## src/rtl/cpu_pkg.sv

```systemverilog
`default_nettype none
// ============================================================================
// cpu_pkg : shared CPU front-end types and constants
// Rev 1.0 : initial release
// ============================================================================
package cpu_pkg;

    localparam logic [31:0] DEFAULT_RESET_PC = 32'h0000_0000;
    localparam logic [31:0] NOP_INSTR        = 32'h0000_0000;

    typedef enum logic [1:0] {
        PRIME = 2'd0,
        RUN   = 2'd1,
        HOLD  = 2'd2
    } if_state_t;

endpackage : cpu_pkg
`default_nettype wire

```

## src/rtl/if_stage.sv

```systemverilog
`default_nettype none
// ============================================================================
// if_stage : instruction fetch, PC ownership and im read-latency re-alignment
// Rev 1.0 : initial release
// ============================================================================
module if_stage
    import cpu_pkg::*;
#(
    parameter logic [31:0] RESET_PC = DEFAULT_RESET_PC,
    parameter int          ADDR_W   = 8
) (
    input  logic              clk,
    input  logic              rst,
    input  logic              stall,
    input  logic              redirect,
    input  logic [31:0]       redirect_pc,
    output logic [ADDR_W-1:0] imem_addr,
    input  logic [31:0]       imem_dout,
    output logic [31:0]       if_instr,
    output logic [31:0]       if_pc,
    output logic [31:0]       if_pc4,
    output logic              if_valid
);

    localparam logic [31:0] C_RESET_PC_ALIGNED = RESET_PC & ~32'h3;

    logic [31:0] pc_q;
    logic [31:0] pc_d1;
    logic [31:0] held_instr;
    logic        valid_d1;
    if_state_t   state;

    // Masking keeps all redirect_pc bits referenced while forcing word alignment.
    logic [31:0] w_redirect_target;
    assign w_redirect_target = redirect_pc & ~32'h3;

    always_ff @(posedge clk or posedge rst) begin
        if (rst) begin
            pc_q       <= C_RESET_PC_ALIGNED;
            pc_d1      <= C_RESET_PC_ALIGNED;
            held_instr <= NOP_INSTR;
            valid_d1   <= 1'b0;
            state      <= PRIME;
        end else if (redirect) begin
            pc_q     <= w_redirect_target;
            valid_d1 <= 1'b0;
            state    <= RUN;
        end else begin
            case (state)
                PRIME: begin
                    pc_d1    <= pc_q;
                    pc_q     <= pc_q + 32'd4;
                    valid_d1 <= 1'b1;
                    state    <= RUN;
                end
                RUN: begin
                    if (stall) begin
                        held_instr <= imem_dout;
                        state      <= HOLD;
                    end else begin
                        pc_d1    <= pc_q;
                        pc_q     <= pc_q + 32'd4;
                        valid_d1 <= 1'b1;
                    end
                end
                HOLD: begin
                    // im keeps reading pc_q, so releasing picks up the next word directly.
                    if (!stall) begin
                        pc_d1    <= pc_q;
                        pc_q     <= pc_q + 32'd4;
                        valid_d1 <= 1'b1;
                        state    <= RUN;
                    end
                end
                default: begin
                    state <= PRIME;
                end
            endcase
        end
    end

    always_comb begin
        if_instr = NOP_INSTR;
        case (state)
            RUN:     if_instr = imem_dout;
            HOLD:    if_instr = held_instr;
            default: if_instr = NOP_INSTR;
        endcase
    end

    assign imem_addr = pc_q[ADDR_W+1:2];
    assign if_pc     = pc_d1;
    assign if_pc4    = pc_d1 + 32'd4;
    assign if_valid  = valid_d1 && (state != PRIME);

endmodule : if_stage
`default_nettype wire

```

## config.mk

```make
export PLATFORM = sky130hd
export DESIGN_NAME = if_stage
export DESIGN_NICKNAME = d
export VERILOG_FILES = /design/src/rtl/cpu_pkg.sv /design/src/rtl/if_stage.sv
export SDC_FILE = /design/constraint.sdc
export NUM_CORES = 1
export LEC_CHECK = 0
export BUFFER_PORTS_ARGS = -buffer_cell sky130_fd_sc_hd__clkbuf_2
export CELL_PAD_IN_SITES_DETAIL_PLACEMENT = 1
export CELL_PAD_IN_SITES_GLOBAL_PLACEMENT = 1
export CORE_ASPECT_RATIO = 1.1
export CORE_MARGIN = 10
export CORE_UTILIZATION = 39
export CTS_CLUSTER_DIAMETER = 200
export CTS_CLUSTER_SIZE = 8
export DETAILED_ROUTE_END_ITERATION = 12
export PLACE_DENSITY = 0.85
export SYNTH_ARGS = -nofsm -noshare
export SYNTH_HDL_FRONTEND = slang
export SYNTH_SLANG_ARGS = --single-unit
```

## constraint.sdc

```tcl
create_clock -name clk -period 3.61 [get_ports clk]
set_input_delay 0.5415 -clock clk [delete_from_list [all_inputs] [get_ports clk]]
set_output_delay 0.5415 -clock clk [all_outputs]
set_load 0.1 [all_outputs]
```

Word-level counts from Yosys, hierarchy flattened
Cells that the tools add are included.
Storage, ports and cells
  input port bits: 68
  word-level logic and storage cells: 37
  output and inout bits: 105
  flip-flop bits (word level): 99
Operators by class
  add/sub/neg operators: 2
  multiplexer cells: 13
  equality and inequality tests: 6
  bitwise gates (word level): 1
  reduce and logical (&&, ||, !) cells: 10
Operators by type and width (number)
  case mux 32 bit (2 select lines): 3
  two-way mux 32 bit: 3
  adder 32 x 3 -> 32 bit (second input constant): 2
  two-way mux 2 bit: 3
  != test 3 bit (second input constant): 2
  case mux 2 bit (3 select lines): 1
  AND reduction 3 bit: 2
  AND reduction 2 bit: 2
  nonzero test 2 bit: 2
  != test 3 x 2 -> 1 bit (second input constant): 1
  nonzero test 3 bit: 1
  equality test 2 x 1 -> 1 bit (second input constant): 1
  equality test 2 bit (second input constant): 1
  zero test 2 bit: 1
  two-way mux 1 bit: 2
  != test 2 bit (second input constant): 1
  case mux 1 bit (2 select lines): 1
  OR reduction 2 bit: 1
  logical AND 1 bit: 1
  inverter 1 bit: 1

Longest topological paths before layout
Gate-level depths: netlist of run 1.
  depth in word-level cells: 4
  depth in mapped cells: 7
  mapped depth without buffers: 6

Least setup slack after synthesis of run 1
Ideal clock, no wire load.
  path type: register to output
  start point: reg pc_d1[3], in the netlist if_pc[3]
  end point: out if_pc4[20]
  path buffers: 0
  data required time: 3.069 ns
  path slack: -0.533 ns
  arrival: 3.601 ns
  cell stages (with the launch flop): 6
  path through: dfrtp_1 -> ha_1 -> and4_1 -> nand4_1 -> nand2b_1 -> xnor2_1
On the way
  cells in the longest elaborated chain, start to end: 1
RTL lines
  start, declared: line if_stage.sv:28  | logic [31:0] pc_d1;
  start signal, assigned: line if_stage.sv:51  | pc_d1 <= pc_q;
  start signal, assigned: line if_stage.sv:61  | pc_d1 <= pc_q;
  start signal, assigned: line if_stage.sv:69  | pc_d1 <= pc_q;
  adder 32 x 3 -> 32 bit: line if_stage.sv:93  | assign if_pc4 = pc_d1 + 32'd4;
  end, declared: line if_stage.sv:21  | output logic [31:0] if_pc4,
No other way between the ends.

Final worst setup path of run 1
  start point: reg pc_d1[2], in the netlist if_pc[2]
  end point: out if_pc4[28]
The elaborated chain is that of the path after synthesis.

==> results of run 1 <==
critical path, cell delays in order (launching register included):
cell and delay (ns):
dfrtp_1 0.40, ha_1 0.22, and4_1 0.30, nand4_1 0.38, nor3_1 0.45, xor2_2 0.16, clkbuf_2 0.47
synth_stat cells (2+ instances only):
library cell and number:
a22oi_1 32, a31oi_1 18, and2_1 4, and3_1 5
and3_2 3, and4_1 7, buf_1 3, buf_2 4
buf_4 13, clkbuf_1 20, dfrtp_1 95, ha_1 6
inv_1 9, mux2_2 58, mux2i_1 2, nand2_1 34
nand3_1 15, nand4_1 12, nor2_1 23, nor2b_1 34
nor3_1 7, nor4_1 5, o2111ai_1 2, o211ai_1 7
o21ai_0 21, o31ai_1 13, or3_1 5, or4_1 14
or4_2 2, xnor2_1 14, xor2_1 24
kinds of logic (layout without fill, tap and decap cells):
| kind of cell | count (synthesis) | in the layout | synth area share [%] |
|---|---|---|---|
| adders and majority gates | 6 | 6 | 1.388 |
| other | 1 | 4 | 0.06931 |
| muxes | 60 | 60 | 12.44 |
| AOI/OAI and AO/OA | 100 | 100 | 12.79 |
| buffers and inverters | 52 | 202 | 4.926 |
| xor gates and xnor gates | 38 | 38 | 6.152 |
| DFF | 95 | 95 | 43.94 |
| and+or+nand+nor | 177 | 177 | 18.29 |
through the flow:
stage	hold WS (ns)	utilization, %	instances
3_3_place_gp	0.4714	47.57	854
4_1_cts	0.2903	49.75	870
6_report	0.2711	49.75	870
3_5_place_dp	0.4769	47.57	854
2_1_floorplan	0.4562	-	532
5_1_grt	0.3296	49.75	870
registers in the layout (all words and copies together), names as in the netlist:
signal      count
if_pc          30
pc_q           30
valid_d1        1
state           2
held_instr     32
layer usage:
metal / wire (um) / track usage [%]
met1: 6514 / 18.53
met2: 8197 / 30.70
met3: 1492 / 6.983
met4: 152 / 3.766
met5: 0 / 0
worst paths after layout:
| check | slack [ns] | cells past startpoint | endpoint |
|---|---|---|---|
| min | 0.27 | 2 | pc_q[6] |
| max reg2reg | 0.92 | 6 | pc_q[16] |
| max in group asynchronous | 2.56 | 3 | held_instr[9] |
| min in group clk | 0.41 | 3 | pc_q[7] |
| min reg2reg | 0.49 | 1 | valid_d1 |
| max | 0.35 | 6 | if_pc4[28] |
cell type report:
class	count	area share [%]
Multi-Input combinational cell	385	43.35
Clock inverter	6	1.011
Inverter	10	0.5882
Sequential cell	95	34.93
Clock buffer	10	3.364
Timing Repair Buffer	176	13.31
Tap cell	188	3.456
==> impl_results.md, run 1 <==
* Die height at 143.5 um
* CTS H-tree lvls at 3
* DR iter-0 viols at ~180
* Initial Utilization at roughly 40%
* EDFF count, synth at 0
* Min Clock Period, post-route at 3.258 ns
* Layout net count at 751
* Synth-to-Final Area Change at 25.81%
* Clock Sinks at 95
* GRT Total Usage at 17.09%
* CTS tree: yes
* Register bit count reported by yosys at between 90 and 100
* Max_slew headroom at 45.06%
* Netlist Area Pre-Place at 5410 um^2
* # port buffers at 166
* Clock skew at 0.009497 ns
* Worst Tran Pin Value at about 0.82 ns
* Clk Tree Root Cell: clkbuf_16
* Num CTS Buffers at 9
* First-pass GRT wire length at 26880 um
* Req. time, crit path at around 3.1 ns
* Register Area at 2377 um^2
* FP Rows at 45
* Async SR Flop Fraction at 100.0%
* FMAX at 0.3069 GHz
* Reg-to-reg critical path startpoint: state[0]
* Vias in the first global route at 5153
* DRT antenna net count at 0
* Core Area at roughly 14000 um^2
* Multi-input gate area at roughly 3000 um^2
* TNS Setup at 0 ns
* Design Area, Final at 6807 um^2
* Worst-Skew Late Latency at 0.34 ns
* Avg Cell Area, Syn at 10.23 um^2
* Synth unique cells at 49
* RSZ-0062 raised after global routing: no
* Vias/cell at 5.417
* Synth warn at 0
* Post-place setup slack at 0.6541 ns
* CP endpoint kind: output port
* Residual DRC count at 0
* Max-Cap Viols at 0
* Final worst-path setup slack at approximately 0.35 ns
* Chip width at approximately 130 um
* Initial antenna violation count at 0
* Detailed placement HPWL at 12910 um
* WL final at 16360 um
* DP Area at 6509 um^2
* Launch point of the worst path: if_pc[2]
* Post-CTS setup buffer count at 0
* Post-DR wirelength/cell at ~19 um
* Endpoints failing hold at 0
* Synth Instances at 529
* Synth top area share at 43.94%
* PostCTS Resize Cnt at 0
* Main synth FF type: dfrtp_1
* Ratio of final minimum period to clock period at 90.25%
* Post-synthesis sequential area ratio at about 44%
* Worst-path clk slew at around 0.070 ns
* Post-CTS Hold Fix Bufs at 0
* Critical path arrival at ~2.7 ns
* Most frequent cells in the layout: 166 x clkbuf_2, 95 x dfrtp_1, 58 x mux2_2, 34 x nand2_1, 34 x nor2b_1
* CTS max path bufs at 2
* Area leader, netlist: dfrtp_1
* GRT Residual Overflow at 0
* Commonest non-fill, non-tap cell in the layout: clkbuf_2
* # setup viols final at 0
* Run status: complete, no violations
* Via count at 4713
* Pre-antenna DRT Iters at 4
* Worst hold path type: primary input to async pin
* Fillers at 1585
* Crit Path Max Fanout at 8
* Max-slew violations at 0
* Startpoint types: flip-flop
* Share of layout cells above drive strength 1 at 41.50%
* Placer Congestion at between 0.7 and 0.8
* Antenna diode count at 0
* Pin count of the biggest net entering global routing at approximately 50
* Die area at roughly 19000 um^2
* WS Path Type: flip-flop to output port
* Synth top area cells: dfrtp_1 44%, mux2_2 12%, a22oi_1 4.4%, nor2b_1 3.9%, xor2_1 3.9%
* I/O Pins at 173
Power of run 1 is left out: the tool's default activity adds up to more than one toggle a clock period on the data nets, which glitch-free logic cannot reach.
==> inputs of run 2 (changes only) <==
- ABC_AREA: default -> 1
- CORE_UTILIZATION: 39 -> 25
- PLACE_DENSITY: 0.85 -> 0.62
==> run 2 against run 1 <==
Net effect: area after synthesis rose by 8.8%; count of clock-buffer cells in the layout fell by 1; core utilization fell by 18 points; clock skew rose by 0.0023 ns; highest routed layer is now met5.
==> impl_results.md, run 2 <==
* Core Area at 23000 um^2 (+68%)
* Synth warn at 0 (unchanged)
* Synth Instances at 811 (+53%)
* Ratio of final minimum period to clock period at 87.27% (-3.0 points)
* Max_slew headroom at 37.80% (-7.3 points)
* Detailed placement HPWL at 16460 um (+27%)
* # setup viols final at 0 (unchanged)
* Residual DRC count at 0 (unchanged)
* Die height at 180.9 um (+26%)
* Crit path capture: if_pc4[16]
* Worst Tran Pin Value at 0.9302 ns (+0.1097 ns)
* Clock Sinks at 95 (unchanged)
* Worst-Skew Late Latency at 0.36 ns (+0.02 ns)
* Endpoints failing hold at 0 (unchanged)
* WS Path Type: flip-flop to output port
* Area leader, netlist: dfrtp_1
* GRT Residual Overflow at 0 (unchanged)
* PostCTS Resize Cnt at 0 (unchanged)
* CTS max path bufs at 2 (unchanged)
* Post-CTS Hold Fix Bufs at 0 (unchanged)
* Reg-to-reg critical path startpoint: state[0]
* Register bit count reported by yosys at 95 (unchanged)
* Launch point of the worst path: if_pc[2]
* Leak at 0.003488 uW
* Synth top area cells: dfrtp_1 40%, nand2_1 17%, o21ai_0 5.9%, nor2_1 4.0%, inv_1 3.8%
* Pre-antenna DRT Iters at 6 (+2)
* Async SR Flop Fraction at 100.0% (unchanged)
* Num CTS Buffers at 9 (unchanged)
* Critical path arrival at 2.61 ns (-0.11 ns)
* Most frequent cells in the layout: 266 x nand2_1, 166 x clkbuf_2, 95 x dfrtp_1, 69 x o21ai_0, 62 x nor2_1
* Synth top cells by count: 266 x nand2_1, 95 x dfrtp_1, 69 x o21ai_0
* Reg2reg setup slack at 1.19 ns (+0.27 ns)
* Register Area at 2377 um^2 (unchanged)
* Initial Utilization at 25.59% (-14 points)
* Run status: complete, no violations
* I/O Pins at 173 (unchanged)
* Chip width at 166.3 um (+26%)
* Clk Tree Root Cell: clkbuf_16
* Vias in the first global route at 6214 (+21%)
* Final hold slack at 0.3056 ns (+0.03454 ns)
* Multi-input gate area at 3189 um^2 (+8.1%)
* Max-Cap Viols at 0 (unchanged)
* Commonest non-fill, non-tap cell in the layout: nand2_1
* WL final at 21260 um (+30%)
* DRT antenna net count at 0 (unchanged)
* GRT Total Usage at 14.01% (-3.1 points)
* # port buffers at 166 (unchanged)
* Post-synthesis sequential area ratio at 40.38% (-3.6 points)
* Worst-path clk slew at 0.08 ns (about the same)
* Crit Path Max Fanout at 6 (-2)
* Synth-to-Final Area Change at 25.87% (about the same)
* Post-CTS setup buffer count at 0 (unchanged)
* Peak supply drop at 357.0 uV
* Req. time, crit path at 3.07 ns (about the same)
* Synth top area share at 40.38% (-3.6 points)
* Pwr dens at 983.6 nW/um^2
* Min Clock Period, post-route at 3.150 ns (-0.1077 ns)
* Count leader, synth: nand2_1
* DR iter-0 viols at 207 (+18%)
* Startpoint types: flip-flop
* EDFF count, synth at 0 (unchanged)
* Main synth FF type: dfrtp_1
* Worst reg2reg path endpoint: if_pc[14]
* CTS H-tree lvls at 3 (unchanged)
* Netlist Area Pre-Place at 5887 um^2 (+8.8%)
* Synth unique cells at 36 (-27%)
* First-pass GRT wire length at 34710 um (+29%)
* Placer Congestion at 0.8106 (+6.3%)
* Tot Pwr at between 7000 and 8000 uW
* Reg with most FFs: held_instr
* Layout net count at 1032 (+37%)
* Via count at 5761 (+22%)
* FMAX at 0.3174 GHz (+3.4%)
* Max-slew violations at 0 (unchanged)
* Vias/cell at 4.558 (-16%)
* Share of layout cells above drive strength 1 at 26.58% (-15 points)
* Fillers at 2908 (+83%)
* CP endpoint kind: output port
* Die area at 30090 um^2 (+58%)
* Max FFs per register at 32 (unchanged)
* CTS tree: yes
* Avg Cell Area, Syn at 7.259 um^2 (-29%)
* Initial antenna violation count at 2 (+2)
* Pin count of the biggest net entering global routing at 62 (+27%)
* RSZ-0062 raised after global routing: no
* FP Rows at 58 (+29%)
* Post-DR wirelength/cell at 16.82 um (-11%)
* R2R depth at 7 (+1)
* Clock skew at 0.01182 ns (+0.002323 ns)
* Worst hold path type: primary input to async pin
run 2: cell types whose count changed in the layout (fill, tap and decap cells not counted), sizes merged, moves of 12 or more:
cell / before / now
a21oi: 1 / 40
a22oi: 32 / 16
a31oi: 18 / 1
inv: 11 / 68
mux2: 58 / 0
nand2: 35 / 276
nand3: 15 / 45
nor2: 23 / 83
nor2b: 34 / 0
o21ai: 21 / 79
o31ai: 13 / 1
or4: 16 / 0
run 2: worst min path at each step:
stage,startpoint,slack (ns),endpoint
final,rst,0.31,pc_q[2]
after global routing,rst,0.38,pc_q[2]
after CTS,rst,0.36,pc_q[3]
after detailed placement,held_instr[22],0.48,held_instr[22]
after global placement,held_instr[30],0.47,held_instr[30]
after floorplan,held_instr[0],0.45,held_instr[0]
run 2: worst max-delay path, cell delays in order (launching register included):
cell      delay, ns
dfrtp_1        0.51
ha_1           0.26
nand3_1        0.23
nor2_1         0.44
nand3_1        0.19
xnor2_2        0.14
clkbuf_2       0.47
run 2: stage by stage:
step                area [um^2]  utilization [%]  std cells  setup slack [ns]  TNS [ns]
floorplan                  6048                -        814           -0.2017   -0.2730
global placement           7098            30.86       1247            0.8753         0
detailed placement         7098            30.86       1247            0.8051         0
CTS                        7407            32.20       1263            0.3967         0
global route               7407            32.20       1263            0.2604         0
finish                     7410            32.21       1264            0.4597         0
run 2: layer usage:
| layer | up-vias | wire length (um) | GRT usage, % |
|---|---|---|---|
| met5 | - | 8 | 0 |
| met4 | 2 | 252 | 3.796 |
| met3 | 16 | 1766 | 5.188 |
| met2 | 156 | 9576 | 22.18 |
| met1 | 2717 | 9655 | 17.53 |
| li1 | 2870 | - | - |
run 2: power breakdown:
part | switching (uW) | internal (uW) | total, uW
clock | 462 | 551 | 1010
combinational | 3760 | 671 | 4430
sequential | 444 | 1400 | 1850
run 2: cells by family (layout without fill, tap and decap cells):
logic type	after synthesis	after routing	share of synthesized area, %
xor gates and xnor gates	34	34	5.059
and+or+nand+nor	429	429	32.22
buffers and inverters	106	255	8.183
AOI/OAI and AO/OA	140	140	12.82
DFF	95	95	40.38
adders and majority gates	6	6	1.275
other	1	5	0.06370
run 2: final cells by class:
class | instances | area share, %
antenna | 1 | 0.03377
clock buffer | 9 | 3.040
clock inverter | 7 | 1.131
inverter | 64 | 3.310
multi-input combinational | 613 | 43.04
sequential | 95 | 32.08
tap | 300 | 5.066
timing repair buffer | 175 | 12.29
Note: power is estimated with default switching activity, not from simulation.
